**src/rtl/aes_encipher_round_engine.sv**
```systemverilog
// Iterative AES encipher round engine with SBOX_WORDS parallel S-box lanes.
// Optional macro AES_ENC_RESULT_REG_EN adds a result register that holds new_block stable.
module aes_encipher_round_engine #(
    parameter int unsigned SBOX_WORDS = 1
) (
    input  logic                    clk,
    input  logic                    reset_n,
    input  logic                    start,
    input  logic [1:0]              keylen,
    output logic [3:0]              round,
    input  logic [127:0]            round_key,
    input  logic [127:0]            block,
    output logic [32*SBOX_WORDS-1:0] sboxw,
    input  logic [32*SBOX_WORDS-1:0] new_sboxw,
    output logic [127:0]            new_block,
    output logic                    ready,
    output logic                    done
);

    generate
        if (!(SBOX_WORDS == 1 || SBOX_WORDS == 2 || SBOX_WORDS == 4)) begin : gen_bad_sbox_words
            $error("SBOX_WORDS must be 1, 2 or 4");
        end
    endgenerate

    localparam int unsigned STEPS    = 4 / SBOX_WORDS;
    localparam logic [1:0]  CTR_LAST = 2'(STEPS - 1);

    typedef enum logic [1:0] {IDLE, INIT, SBOX, MAIN} state_t;

    state_t       state, state_next;
    logic [127:0] block_reg, block_next;
    logic [1:0]   ctr, ctr_next;
    logic [1:0]   keylen_reg, keylen_next;
    logic [3:0]   round_next, nr;
    logic         ready_next, done_next;
    logic [127:0] shifted, mixed;

    function automatic logic [7:0] gm2(input logic [7:0] b);
        return {b[6:0], 1'b0} ^ (b[7] ? 8'h1b : 8'h00);
    endfunction

    function automatic logic [7:0] gm3(input logic [7:0] b);
        return gm2(b) ^ b;
    endfunction

    function automatic logic [31:0] mix_word(input logic [31:0] w);
        logic [7:0] b0, b1, b2, b3;
        b0 = w[31:24];
        b1 = w[23:16];
        b2 = w[15:8];
        b3 = w[7:0];
        return {gm2(b0) ^ gm3(b1) ^ b2 ^ b3,
                b0 ^ gm2(b1) ^ gm3(b2) ^ b3,
                b0 ^ b1 ^ gm2(b2) ^ gm3(b3),
                gm3(b0) ^ b1 ^ b2 ^ gm2(b3)};
    endfunction

    // Byte i of the state sits at [127-8i -: 8], column-major (i = 4*col + row).
    function automatic logic [127:0] shift_rows(input logic [127:0] x);
        logic [127:0] y;
        y = '0;
        for (int unsigned c = 0; c < 4; c++) begin
            for (int unsigned r = 0; r < 4; r++) begin
                y[127-8*(4*c+r) -: 8] = x[127-8*(4*((c+r)%4)+r) -: 8];
            end
        end
        return y;
    endfunction

    function automatic logic [127:0] mix_columns(input logic [127:0] x);
        logic [127:0] y;
        y = '0;
        for (int unsigned c = 0; c < 4; c++) begin
            y[127-32*c -: 32] = mix_word(x[127-32*c -: 32]);
        end
        return y;
    endfunction

    always_comb begin
        case (keylen_reg)
            2'b00:   nr = 4'd10;
            2'b01:   nr = 4'd12;
            default: nr = 4'd14;
        endcase
    end

    assign shifted = shift_rows(block_reg);
    assign mixed   = mix_columns(shifted);

    always_comb begin
        int unsigned idx;
        idx         = 0;
        state_next  = state;
        block_next  = block_reg;
        ctr_next    = ctr;
        keylen_next = keylen_reg;
        round_next  = round;
        ready_next  = ready;
        done_next   = 1'b0;
        sboxw       = '0;
        unique case (state)
            IDLE: begin
                if (start) begin
                    keylen_next = keylen;
                    ready_next  = 1'b0;
                    round_next  = 4'd0;
                    state_next  = INIT;
                end
            end
            INIT: begin
                block_next = block ^ round_key;
                round_next = 4'd1;
                ctr_next   = '0;
                state_next = SBOX;
            end
            SBOX: begin
                // Word 0 is the most significant word of block_reg.
                for (int unsigned k = 0; k < SBOX_WORDS; k++) begin
                    idx = 32'(ctr) * SBOX_WORDS + k;
                    sboxw[32*k +: 32]              = block_reg[32*(3-idx) +: 32];
                    block_next[32*(3-idx) +: 32]   = new_sboxw[32*k +: 32];
                end
                ctr_next = ctr + 2'd1;
                if (ctr == CTR_LAST) begin
                    state_next = MAIN;
                end
            end
            MAIN: begin
                if (round == nr) begin
                    block_next = shifted ^ round_key;
                    ready_next = 1'b1;
                    done_next  = 1'b1;
                    round_next = 4'd0;
                    state_next = IDLE;
                end else begin
                    block_next = mixed ^ round_key;
                    round_next = round + 4'd1;
                    ctr_next   = '0;
                    state_next = SBOX;
                end
            end
            default: state_next = IDLE;
        endcase
    end

    always_ff @(posedge clk or negedge reset_n) begin
        if (!reset_n) begin
            state      <= IDLE;
            block_reg  <= '0;
            ctr        <= '0;
            keylen_reg <= '0;
            round      <= '0;
            ready      <= 1'b1;
            done       <= 1'b0;
        end else begin
            state      <= state_next;
            block_reg  <= block_next;
            ctr        <= ctr_next;
            keylen_reg <= keylen_next;
            round      <= round_next;
            ready      <= ready_next;
            done       <= done_next;
        end
    end

`ifdef AES_ENC_RESULT_REG_EN
    logic [127:0] result_reg;

    always_ff @(posedge clk or negedge reset_n) begin
        if (!reset_n) begin
            result_reg <= '0;
        end else if (done_next) begin
            result_reg <= block_next;
        end
    end

    assign new_block = result_reg;
`else
    assign new_block = block_reg;
`endif

endmodule

```
**config.mk**
```make
export PLATFORM = sky130hd
export DESIGN_NAME = aes_encipher_round_engine
export DESIGN_NICKNAME = d
export VERILOG_FILES = /design/src/rtl/aes_encipher_round_engine.sv
export SDC_FILE = /design/constraint.sdc
export NUM_CORES = 1
export LEC_CHECK = 0
export BUFFER_PORTS_ARGS = -buffer_cell sky130_fd_sc_hd__buf_2
export CORE_ASPECT_RATIO = 0.9
export CORE_MARGIN = 2
export CORE_UTILIZATION = 45
export DETAILED_ROUTE_END_ITERATION = 10
export PLACE_DENSITY = 0.74
export SYNTH_ARGS = -nofsm -noshare
export SYNTH_HDL_FRONTEND = slang
export SYNTH_SLANG_ARGS = --single-unit
```
**constraint.sdc**
```tcl
create_clock -name clk -period 3.4 [get_ports clk]
set_input_delay 0.68 -clock clk [delete_from_list [all_inputs] [get_ports clk]]
set_output_delay 0.68 -clock clk [all_outputs]
set_load 0.02 [all_outputs]
```
# Word-level counts from Yosys, hierarchy flattened
# Index checks and enable logic that the tools add are counted.
[word_totals] register_bits=140 latch_bits=0 mem_bits_rw=0 mem_bits_ro=0 output_inout_bits=166 n_memories=0
[classes] add_sub_neg=4 mul=0 div_mod_pow=0 magnitude_cmp=0 eq_ne=10 shifts=3 n_mux=35 bitwise_logic=83 reduce_logical=10
[ops] operator="8-bit XOR" count=64
[ops] operator="128-bit one-hot mux with 3 select lines" count=1
[ops] operator="128-bit XOR" count=3
[ops] operator="128-bit bitwise mux" count=1
[ops] operator="128-bit two-way mux" count=1
[ops] operator="32-bit by 34-bit variable shift with 128-bit output (first input constant)" count=1
[ops] operator="128-bit by 33-bit indexed part select with 32-bit output" count=1
[ops] operator="32-bit by 34-bit indexed part select with 128-bit output" count=1
[ops] operator="8-bit by 5-bit XOR with 8-bit output" count=16
[ops] operator="5-bit two-way mux" count=16
[ops] operator="32-bit negator with 34-bit output" count=1
[ops] operator="32-bit two-way mux" count=1
[ops] operator="4-bit one-hot mux with 3 select lines" count=1
[ops] operator="2-bit two-way mux" count=4
[ops] operator="4-bit two-way mux" count=2
[ops] operator="2-bit != test (second input constant)" count=4
[ops] operator="2-bit one-hot mux with 4 select lines" count=1
[ops] operator="2-bit AND reduction" count=4
[ops] operator="2-bit equality test (second input constant)" count=3
[ops] operator="2-bit one-hot mux with 3 select lines" count=1
[ops] operator="3-bit one-hot mux with 2 select lines" count=1
[ops] operator="3-bit nonzero test" count=2
[ops] operator="4-bit by 1-bit adder with 4-bit output (second input constant)" count=1
[ops] operator="2-bit by 1-bit equality test with 1-bit output (second input constant)" count=2
[ops] operator="8 further kinds" count=12

# Logic depth before layout (Yosys ltp)
[logic_depth] depth_word=9 depth_mapped=11 depth_no_buf=7

# Worst setup path after synthesis
# No wires, ideal clock.
[synth_path] kind="reg2reg" start="register ctr[1]" end="register block_reg[7], in the netlist new_block[7]" arrival_time_ps=3066 slack_ps=256 stages_incl_launch_ff=11 n_path_buf=5 synth_period_minus_slack_ps=3144 cell_sequence="dfrtp_1 clkbuf_1 buf_2 buf_1 inv_1 ha_1 nor4_1 clkbuf_1 clkbuf_1 a21oi_1 a21oi_1"
[synth_via] elab_chain_len=5 elab_cells_between_ends=6
[synth_lines] item="start: declaration" line_no="33" text="logic [1:0] ctr, ctr_next;"
[synth_lines] item="start signal: assignment" line_no="159" text="ctr <= ctr_next;"
[synth_lines] item="2-bit by 2-bit subtractor with 3-bit output *" line_no="122" text="block_next[32*(3-idx) +: 32] = new_sboxw[32*k +: 32];"
[synth_lines] item="32-bit negator with 34-bit output *" line_no="122"
[synth_lines] item="32-bit by 34-bit indexed part select with 128-bit output or 32-bit by 34-bit variable shift with 128-bit output (tied branches)" line_no="122"
[synth_lines] item="128-bit bitwise mux *" line_no="122"
[synth_lines] item="128-bit one-hot mux with 3 select lines *" line_no="102" text="unique case (state)"
[synth_lines] item="end signal: assignment" line_no="158" text="block_reg <= block_next;"
[synth_lines] item="end: declaration" line_no="32" text="logic [127:0] block_reg, block_next;"
# Mark *: on every way between the ends. The rest lies on a longest branch, timed or not.
# A chain may end at the register's enable or synchronous reset.

# Worst setup path in the final report
[layout_path] start="register state[0]" end="output port sboxw[28]"
[layout_via] elab_chain_len=2
[layout_lines] item="start: declaration" line_no="31" text="state_t state, state_next;"
[layout_lines] item="start signal: assignment" line_no="157" text="state <= state_next;"
[layout_lines] item="2-bit equality test" line_no="102"
[layout_lines] item="32-bit two-way mux" line_no="102"
[layout_lines] item="end: declaration" line_no="13" text="output logic [32*SBOX_WORDS-1:0] sboxw,"
# Every way passes these cells.

==> flow_summary.ini <==
[worst_setup_path]
cp_data_required_time_ns = 2.72
reg2reg_slack_ns = 0.74
cp.arrival_ns = 2.28
crit_type = reg -> out
worst-path-max-fanout = 40
crit_path_start = state[0]
startpoint_type = flip-flop
reg2regPathDepth = 6
critical_path.endpoint = sboxw[28]
timing.rr.start = new_block[22]
worstPathCellList = nor2b_4 -> buf_4 -> and2_1 -> buf_2
crit_path_end_kind = output port
rr_endpoint = new_block[38]
cp_slowest_stage_delay_ns = 0.63
slowest_stage = dfrtp_1

[placed_design]
post_dp_cell_area_um2 = 18500
io_buffers = 458
place.gp.congestion = 0.998
dp_hpwl_um = 60800

[clock_network]
cts.sinks = 140
cts-resized-gates = 0
cts_made_buffers = 17
post-cts-setup-buffer-count = 0
clk_path_buf_depth = 2
path_clk_slew_ns = 0.06
h-tree-depth = 4
ctsHoldBuffers = 0
cts_tree = yes
clock_tree.root_cell = clkbuf_16
clkLatencyLatePin_ns = 0.44

[timing]
post-route-period-util = 0.871
maxSlewViolCount = 0
setup_violations = 0
relSlewSlack = 0.403
timing.final.crit_period_ns = 2.96
setup_tns_ns = 0
finalHoldViolations = 0
fmax_ghz = 0.338
rsz0062_at_grt = false
finalClockSkew_ns = 0.0124
tightest_slew_ns = 0.896

[floorplan]
core_um2 = 35100
die_w_um = 203
die_area_um2 = 37300
start_util = 0.458
row_count = 65
pin_count = 459
die_h_um = 183

[grt]
grt_pass1_wl_um = 113000
grt_pass1_vias = 16071
grt_start_max_net_pins = 92
grt_overflow = 0
antenna_found_initial = 1
grt_usage = 0.422

[yosys]
syn-instance-count = 1870
ys.flop_type = dfrtp_1
synth_top_cell_area_share = 0.216
synth-warning-count = 0
synth_top_cells_by_area = dfrtp_1, xnor2_1, xnor3_1
async_flop_share = 1.00
synth-seq-area-share = 0.218
avgSynthCellArea_um2 = 8.61
yosysMostFrequentCell = xnor2_1
syn-num-nets = 2168
synth-seq-cells = 140
synth.distinct_cells = 48
syn_area_um2 = 16100
synth_edf_count = 0
ys_top_cells_by_count = xnor2_1, nor2_1, nand2_1, clkbuf_1, a21oi_1
synth_top_area_cell = dfrtp_1

[power]
p_per_area_nw_per_um2 = 427
p_leak_nw = 9.00
max-vdd-ir-drop_mv = 0.307

[finish]
register_area_um2 = 3510
multi_input_comb_area_um2 = 11700
fill_cells = 3358
nets = 2462
syn_to_final_growth_pct = 18.9
largest_register_ffs = 128
drive_gt1_frac = 0.271
fin_area_um2 = 19200

[detailed_routing]
met3_length_um = 11600
wl_met1_um = 29000
top_layer = met5
drt_first_pass_iters = 7
avgRoutedWirePerCell_um = 30.3
dr_wl_met2_um = 34500
vias_per_cell = 6.39
vias = 16907
drc = 0
antenna_left = 0
drtIter0Drc = 2382
routed_wl_um = 80300

[status]
status = finished, final reports clean

[hold_path]
holdCritPathClass = in -> async

[run]
cap_violations = 0
-- area by class of cell --
class                   instances  area share
clock buffers                  21      0.0251
flip-flops and latches        140       0.183
well taps                     469      0.0306
repair buffers                502       0.142
inverters                       4    0.000784
multi-input cells            1499       0.611
diodes                          2    0.000261
clock inverters                10     0.00725
-- kinds of logic after synthesis --
family | Yosys count | synth area share
and+or+nand+nor | 536 | 0.148
AOI/OAI and AO/OA | 433 | 0.165
xor gates and xnor gates | 428 | 0.321
buffers and inverters | 231 | 0.0592
DFF | 140 | 0.218
muxes | 97 | 0.0853
adders and majority gates | 5 | 0.00388
-- placed cells by master (no fill, tap or decap), types with 37 or more instances in the layout --
cell,Yosys,layout
o21ai_0,65,65
nand3_1,54,54
xnor3_1,75,75
nand2_1,172,170
o211ai_1,50,50
dfrtp_1,139,138
a22oi_1,64,64
a21oi_1,153,150
a31oi_1,42,42
buf_2,45,457
xnor2_1,231,231
nor2_1,195,195
xor2_1,96,96
nor2b_1,53,52
buf_4,8,37
mux2i_1,63,63
-- per-stage QoR --
stage	utilization	worst slack (ns)	hold slack, ns	power (mW)	instances
final	0.545	0.440	0.225	8.19	2647
after global routing	0.545	0.373	0.259	8.41	2645
after CTS	0.545	0.464	0.258	8.07	2645
after detailed placement	0.527	0.912	0.529	6.03	2614
after global placement	0.527	0.966	0.519	6.00	2614
after floorplan	-	0.256	0.384	4.78	1870
-- worst min path at each step --
stage / startpoint / end / cells past startpoint
finish: reset_n / new_block[10] / 1
global route: reset_n / new_block[10] / 1
CTS: reset_n / new_block[10] / 1
detailed placement: round[3] / round[3] / 1
global placement: round[3] / round[3] / 1
floorplan: reset_n / ctr[0] / 0
-- worst max-delay path, delay by kind of cell (launching register included) --
family	cells	cell delay [ns]
flops	1	0.63
simple gates	2	0.60
buf+inv	2	0.59
-- where the power goes --
part	leakage, nW	internal (mW)	switching [mW]
Combinational	7.07	1.90	1.78
Clock	0.293	1.23	0.834
Sequential	1.63	1.78	0.655
-- per-layer routing --
metal | GRT usage | vias to the layer above
met1 | 0.540 | 8146
li1 | - | 6987
met5 | 0 | -
met4 | 0.241 | 2
met3 | 0.140 | 302
met2 | 0.625 | 1470
Note: power is estimated with default switching activity, not from simulation.
